--- src/rtl/display_pkg.sv ---
// Shared definitions for the seven-segment display scheduler: state encoding,
// message kinds and default timing parameters.
`timescale 1ns/1ps
package display_pkg;

  typedef enum logic {
    SHOW_NUM = 1'b0,
    SHOW_MSG = 1'b1
  } state_e;

  localparam logic MSG_PASS = 1'b1;
  localparam logic MSG_FAIL = 1'b0;

  // 100 MHz system clock -> 1 kHz digit scan, message held for 2 s.
  localparam int DEFAULT_REFRESH_DIV = 100000;
  localparam int DEFAULT_HOLD_TICKS  = 2000;

endpackage

--- src/rtl/refresh_prescaler.sv ---
// Free-running divider producing a one-cycle refresh tick every REFRESH_DIV
// clocks; the first tick appears REFRESH_DIV cycles after reset release.
`timescale 1ns/1ps
module refresh_prescaler
  import display_pkg::*;
#(
  parameter int REFRESH_DIV = DEFAULT_REFRESH_DIV,
  parameter int CNT_W       = $clog2(REFRESH_DIV)
) (
  input  logic clk_pi,
  input  logic rst_pi,
  output logic tick_po
);

  localparam logic [CNT_W-1:0] LAST = CNT_W'(REFRESH_DIV - 1);

  logic [CNT_W-1:0] cnt;

  // NOTE: sequential state uses non-blocking assignments so every flop samples
  // the pre-edge values of its neighbours regardless of statement order.
  always_ff @(posedge clk_pi) begin
    if (rst_pi) begin
      cnt     <= '0;
      tick_po <= 1'b0;
    end else begin
      tick_po <= (cnt == LAST);
      cnt     <= (cnt == LAST) ? '0 : cnt + CNT_W'(1);
    end
  end

endmodule

--- src/rtl/display_scheduler.sv ---
// Arbitrates the four-digit display between a live number source and a timed
// pass/fail message that pre-empts it for HOLD_TICKS refresh ticks.
`timescale 1ns/1ps
module display_scheduler
  import display_pkg::*;
#(
  parameter int REFRESH_DIV = DEFAULT_REFRESH_DIV,
  parameter int HOLD_TICKS  = DEFAULT_HOLD_TICKS,
  parameter int CNT_W       = 17,
  parameter int HOLD_W      = 11
) (
  input  logic        clk_pi,
  input  logic        rst_pi,
  input  logic [15:0] num_pi,
  input  logic        num_valid_pi,
  input  logic        msg_req_pi,
  input  logic        msg_value_pi,
  input  logic        clear_pi,
  output logic        clk_en_po,
  output logic [15:0] num_po,
  output logic        p_en_po,
  output logic        p_value_po,
  output logic        busy_po
);

  localparam logic [HOLD_W-1:0] HOLD_LOAD = HOLD_W'(HOLD_TICKS);

  state_e            state, next_state;
  logic [HOLD_W-1:0] hold, hold_nxt;
  logic              p_value_nxt;
  logic [15:0]       shadow;

  refresh_prescaler #(
    .REFRESH_DIV (REFRESH_DIV),
    .CNT_W       (CNT_W)
  ) u_prescaler (
    .clk_pi  (clk_pi),
    .rst_pi  (rst_pi),
    .tick_po (clk_en_po)
  );

  // NOTE: every always_comb output gets a default first, so no path through
  // the case/if tree can leave a value unassigned and infer a latch.
  always_comb begin
    next_state  = state;
    hold_nxt    = hold;
    p_value_nxt = p_value_po;
    unique case (state)
      SHOW_NUM: begin
        if (msg_req_pi && !clear_pi) begin
          next_state  = SHOW_MSG;
          hold_nxt    = HOLD_LOAD;
          p_value_nxt = msg_value_pi;
        end
      end
      SHOW_MSG: begin
        if (clear_pi) begin
          next_state = SHOW_NUM;
          hold_nxt   = '0;
        end else if (msg_req_pi) begin
          // A fresh request restarts the full hold, even on the expiring tick.
          hold_nxt    = HOLD_LOAD;
          p_value_nxt = msg_value_pi;
        end else if (clk_en_po && hold != '0) begin
          hold_nxt = hold - HOLD_W'(1);
          if (hold == HOLD_W'(1)) next_state = SHOW_NUM;
        end
      end
      default: next_state = SHOW_NUM;
    endcase
  end

  always_ff @(posedge clk_pi) begin
    if (rst_pi) begin
      state      <= SHOW_NUM;
      hold       <= '0;
      p_value_po <= MSG_FAIL;
      shadow     <= '0;
      num_po     <= '0;
    end else begin
      state      <= next_state;
      hold       <= hold_nxt;
      p_value_po <= p_value_nxt;
      if (num_valid_pi) shadow <= num_pi;
      // The displayed number is frozen while a message owns the display.
      if (state == SHOW_NUM) num_po <= shadow;
    end
  end

  assign p_en_po = (state == SHOW_MSG);
  assign busy_po = (state == SHOW_MSG);

endmodule

--- config.mk ---
export PLATFORM = sky130hd
export DESIGN_NAME = display_scheduler
export DESIGN_NICKNAME = d
export VERILOG_FILES = /design/src/rtl/display_pkg.sv /design/src/rtl/refresh_prescaler.sv /design/src/rtl/display_scheduler.sv
export SDC_FILE = /design/constraint.sdc
export NUM_CORES = 1
export LEC_CHECK = 0
export CAP_MARGIN = 20
export CELL_PAD_IN_SITES_DETAIL_PLACEMENT = 1
export CELL_PAD_IN_SITES_GLOBAL_PLACEMENT = 1
export CORE_ASPECT_RATIO = 1.4
export CORE_MARGIN = 8
export CORE_UTILIZATION = 44
export DETAILED_ROUTE_END_ITERATION = 10
export HOLD_SLACK_MARGIN = 0.08
export PLACE_DENSITY = 0.83
export SKIP_LAST_GASP = 1
export SLEW_MARGIN = 0
export SYNTH_ARGS = -nofsm -noshare
export SYNTH_HDL_FRONTEND = slang
export SYNTH_SLANG_ARGS = --single-unit
--- constraint.sdc ---
create_clock -name clk_pi -period 4.5 [get_ports clk_pi]
set_input_delay 0.9 -clock clk_pi [delete_from_list [all_inputs] [get_ports clk_pi]]
set_output_delay 0.9 -clock clk_pi [all_outputs]
set_load 0.01 [all_outputs]
==> flow_summary_export.csv <==
group,metric,value,unit
cells_and_area,drive_gt1_share,9.47,%
timing,setup_violations,0,
cells_and_area,insertedDiodeCount,0,
yosys,ys_top_cells_by_count,"dfxtp_1, nor2_1, mux2i_1",
setup_path,cp-end-kind,"output port",
clock_tree,cts_buffer_depth,2,
die,dieArea,9140,um2
setup_path,r2r_cells,5,
timing,whs,0.479,ns
cells_and_area,nNetsFinal,358,
global_route,grt_usage,15.3,%
detailed_routing,drt-wirelength-per-cell,17.1,um
global_route,grt_overflow,0,
timing,relSlewSlack,33.4,%
min_path,min_path_type,"reg2reg",
yosys,synth_warnings,0,
timing,clock.fmax,0.394,GHz
timing,grt_setup_unrepaired,"no",
place,post-dp-hpwl,4.88,mm
detailed_routing,drc_errors,0,
clock_tree,cts_buffers,9,
yosys,yosysTopAreaCellShare,45.4,%
power,p_leak,1.25,nW
detailed_routing,wl,7.02,mm
clock_tree,post-cts-setup-buffers,0,
outcome,outcome,"finished clean",
timing,period_share,56.4,%
timing,worstMarginPinSlew,0.996,ns
yosys,yosys_register_bits,63,
clock_tree,ctsHoldBuffers,0,
global_route,antenna_found_initial,0,
clock_tree,tritoncts,"yes",
setup_path,r2r_end,"u_prescaler.cnt[14]$_SDFF_PP0_",
timing,finalCriticalPeriod,2.54,ns
cells_and_area,design_area,3430,um2
flow_run,drv_cap,0,
timing,hold_violations,0,
min_path,hold_depth,1,
detailed_routing,vias,2287,
clock_tree,cts.sinks,63,
detailed_routing,final_antenna_net_count,0,
setup_path,crit_fanout,28,
timing,skew,0.00685,ns
die,die_w,83.1,um
min_path,min_from,"u_prescaler.cnt[0]$_SDFF_PP0_",
min_path,hold_path_end,"u_prescaler.cnt[0]$_SDFF_PP0_",
timing,drv_slew,0,
yosys,synth_edf_count,0,
yosys,ys_types,48,
yosys,async_flop_share,0,%
clock_tree,htreeDepth,3,
yosys,synthTopCellsByArea,"dfxtp_1, mux2i_1, nor2_1, xnor2_1, nor4_1",
yosys,avgSynthCellArea,9.47,um2
yosys,post-synth-top-count-cell,"dfxtp_1",
clock_tree,worstSkewPairLatency,0.33,ns
yosys,syn_area,2780,um2
global_route,grt_pass1_wl,11.6,mm
detailed_routing,first_pass_iters,4,
yosys,syn_nets,318,
die,num_io_pins,42,
die,initial_core_util,45.0,%
die,core_area,6170,um2
global_route,grt_pass1_vias,2490,
setup_path,required,3.60,ns
clock_tree,postCtsResizedCells,0,
setup_path,reg2reg_from,"u_prescaler.cnt[0]$_SDFF_PP0_",
place,io_buffers,41,
detailed_routing,viasPerCell,5.58,
setup_path,crit_type,"reg2out",
yosys,synth_top_cell_by_area,"dfxtp_1",
timing,setup_tns,0,ns
place,place_area,3200,um2
global_route,grt_start_max_net_pins,43,
place,routabilityCongestion,0.808,
power,ir_worst_vdd,260,uV
yosys,syn_inst,293,
power,power_density,386,nW/um2
yosys,synth.yosys.seq_area_share,45.4,%
clock_tree,clock-root-buffer,"clkbuf_8",
die,die_h,110,um
cells_and_area,area_delta_synth_final,23.7,%
detailed_routing,drtIter0Drc,63,
setup_path,critPathArrivalTime,1.64,ns
setup_path,crit_path_start_kind,"flop",
yosys,synth-main-ff-cell,"dfxtp_1",
setup_path,rrSetupSlack,2.54,ns
die,rows,34,
clock_tree,path_clk_slew,0.07,ns
-- routing by layer --
| metal | part of all wire, % | global-route usage (%) |
|---|---|---|
| met4 | 1.8 | 7.05 |
| met3 | 3.7 | 3.75 |
| met1 | 41 | 15.4 |
| met5 | 0 | 0 |
| met2 | 53 | 29.2 |
-- area by class of cell --
type                    instances  area [um2]
fillers                       704        2740
multi-input cells             209        1400
flip-flops and latches         63        1260
repair buffers                 43         425
clock buffers                  11         151
well taps                      72        90.1
clock inverters                 5        80.1
inverters                       7        26.3
-- stage by stage --
step	power (W)	worst slack (ns)	util, %	std cells
floorplan	0.000717	2.65	-	293
global placement	0.000772	1.87	51.9	394
global route	0.00137	1.89	55.6	410
detailed placement	0.000777	1.82	51.9	394
CTS	0.00134	1.93	55.6	410
finish	0.00132	1.96	55.6	410
-- flip-flops by register name, indices dropped and copies added (netlist names) --
register             flops
hold                    11
busy_po                  1
u_prescaler.cnt         17
p_value_po               1
u_prescaler.tick_po      1
shadow                  16
num_po                  16
-- worst max-delay path: stages (launching register included) --
cell	delay, ns
dfxtp_1	0.31
buf_4	0.37
clkdlybuf4s50_1	0.63
-- power breakdown --
part	internal (W)	switching [W]
clock network	0.000341	0.000217
logic	0.0000769	0.0000806
registers	0.000584	0.0000257
total	0.00100	0.000323
-- cells in the final DEF, fill, tap and decap left out, types with 2 or more instances in the layout --
cell type / instances
nand4_1: 8
buf_4: 2
o21ai_0: 3
mux2i_1: 37
a21oi_1: 8
bufinv_16: 2
nor3_1: 6
clkdlybuf4s50_1: 41
ha_1: 3
nor4_1: 9
o211ai_1: 2
xor2_1: 3
inv_1: 7
a2111oi_0: 2
nor4b_1: 3
or2_2: 3
or4_4: 2
nor2_1: 57
clkinvlp_4: 2
nand3_1: 11
nand2_1: 10
dfxtp_1: 63
a31oi_1: 2
or3_1: 3
nor3_2: 2
xnor2_1: 13
clkbuf_8: 11
-- how the worst max path moves through the flow --
stage                            start                   end  slack (ns)
floorplan                     clear_pi  hold[5]$_SDFFE_PP0P_        2.65
global placement              clear_pi  hold[3]$_SDFFE_PP0P_        1.87
detailed placement            clear_pi  hold[3]$_SDFFE_PP0P_        1.82
CTS                 busy_po$_SDFF_PP0_               busy_po        1.93
global route        busy_po$_SDFF_PP0_               p_en_po        1.89
finish              busy_po$_SDFF_PP0_               busy_po        1.96
-- logic make-up after synthesis --
kind of cell / after synthesis / share of synthesized area, %
flops: 63 / 45.4
buf+inv: 21 / 4.19
simple gates: 126 / 23.9
mux: 37 / 13.3
fa+ha+maj: 3 / 1.35
xor+xnor: 16 / 5.05
compound gates: 27 / 6.67
No activity file was read; power rests on OpenSTA's default activity.
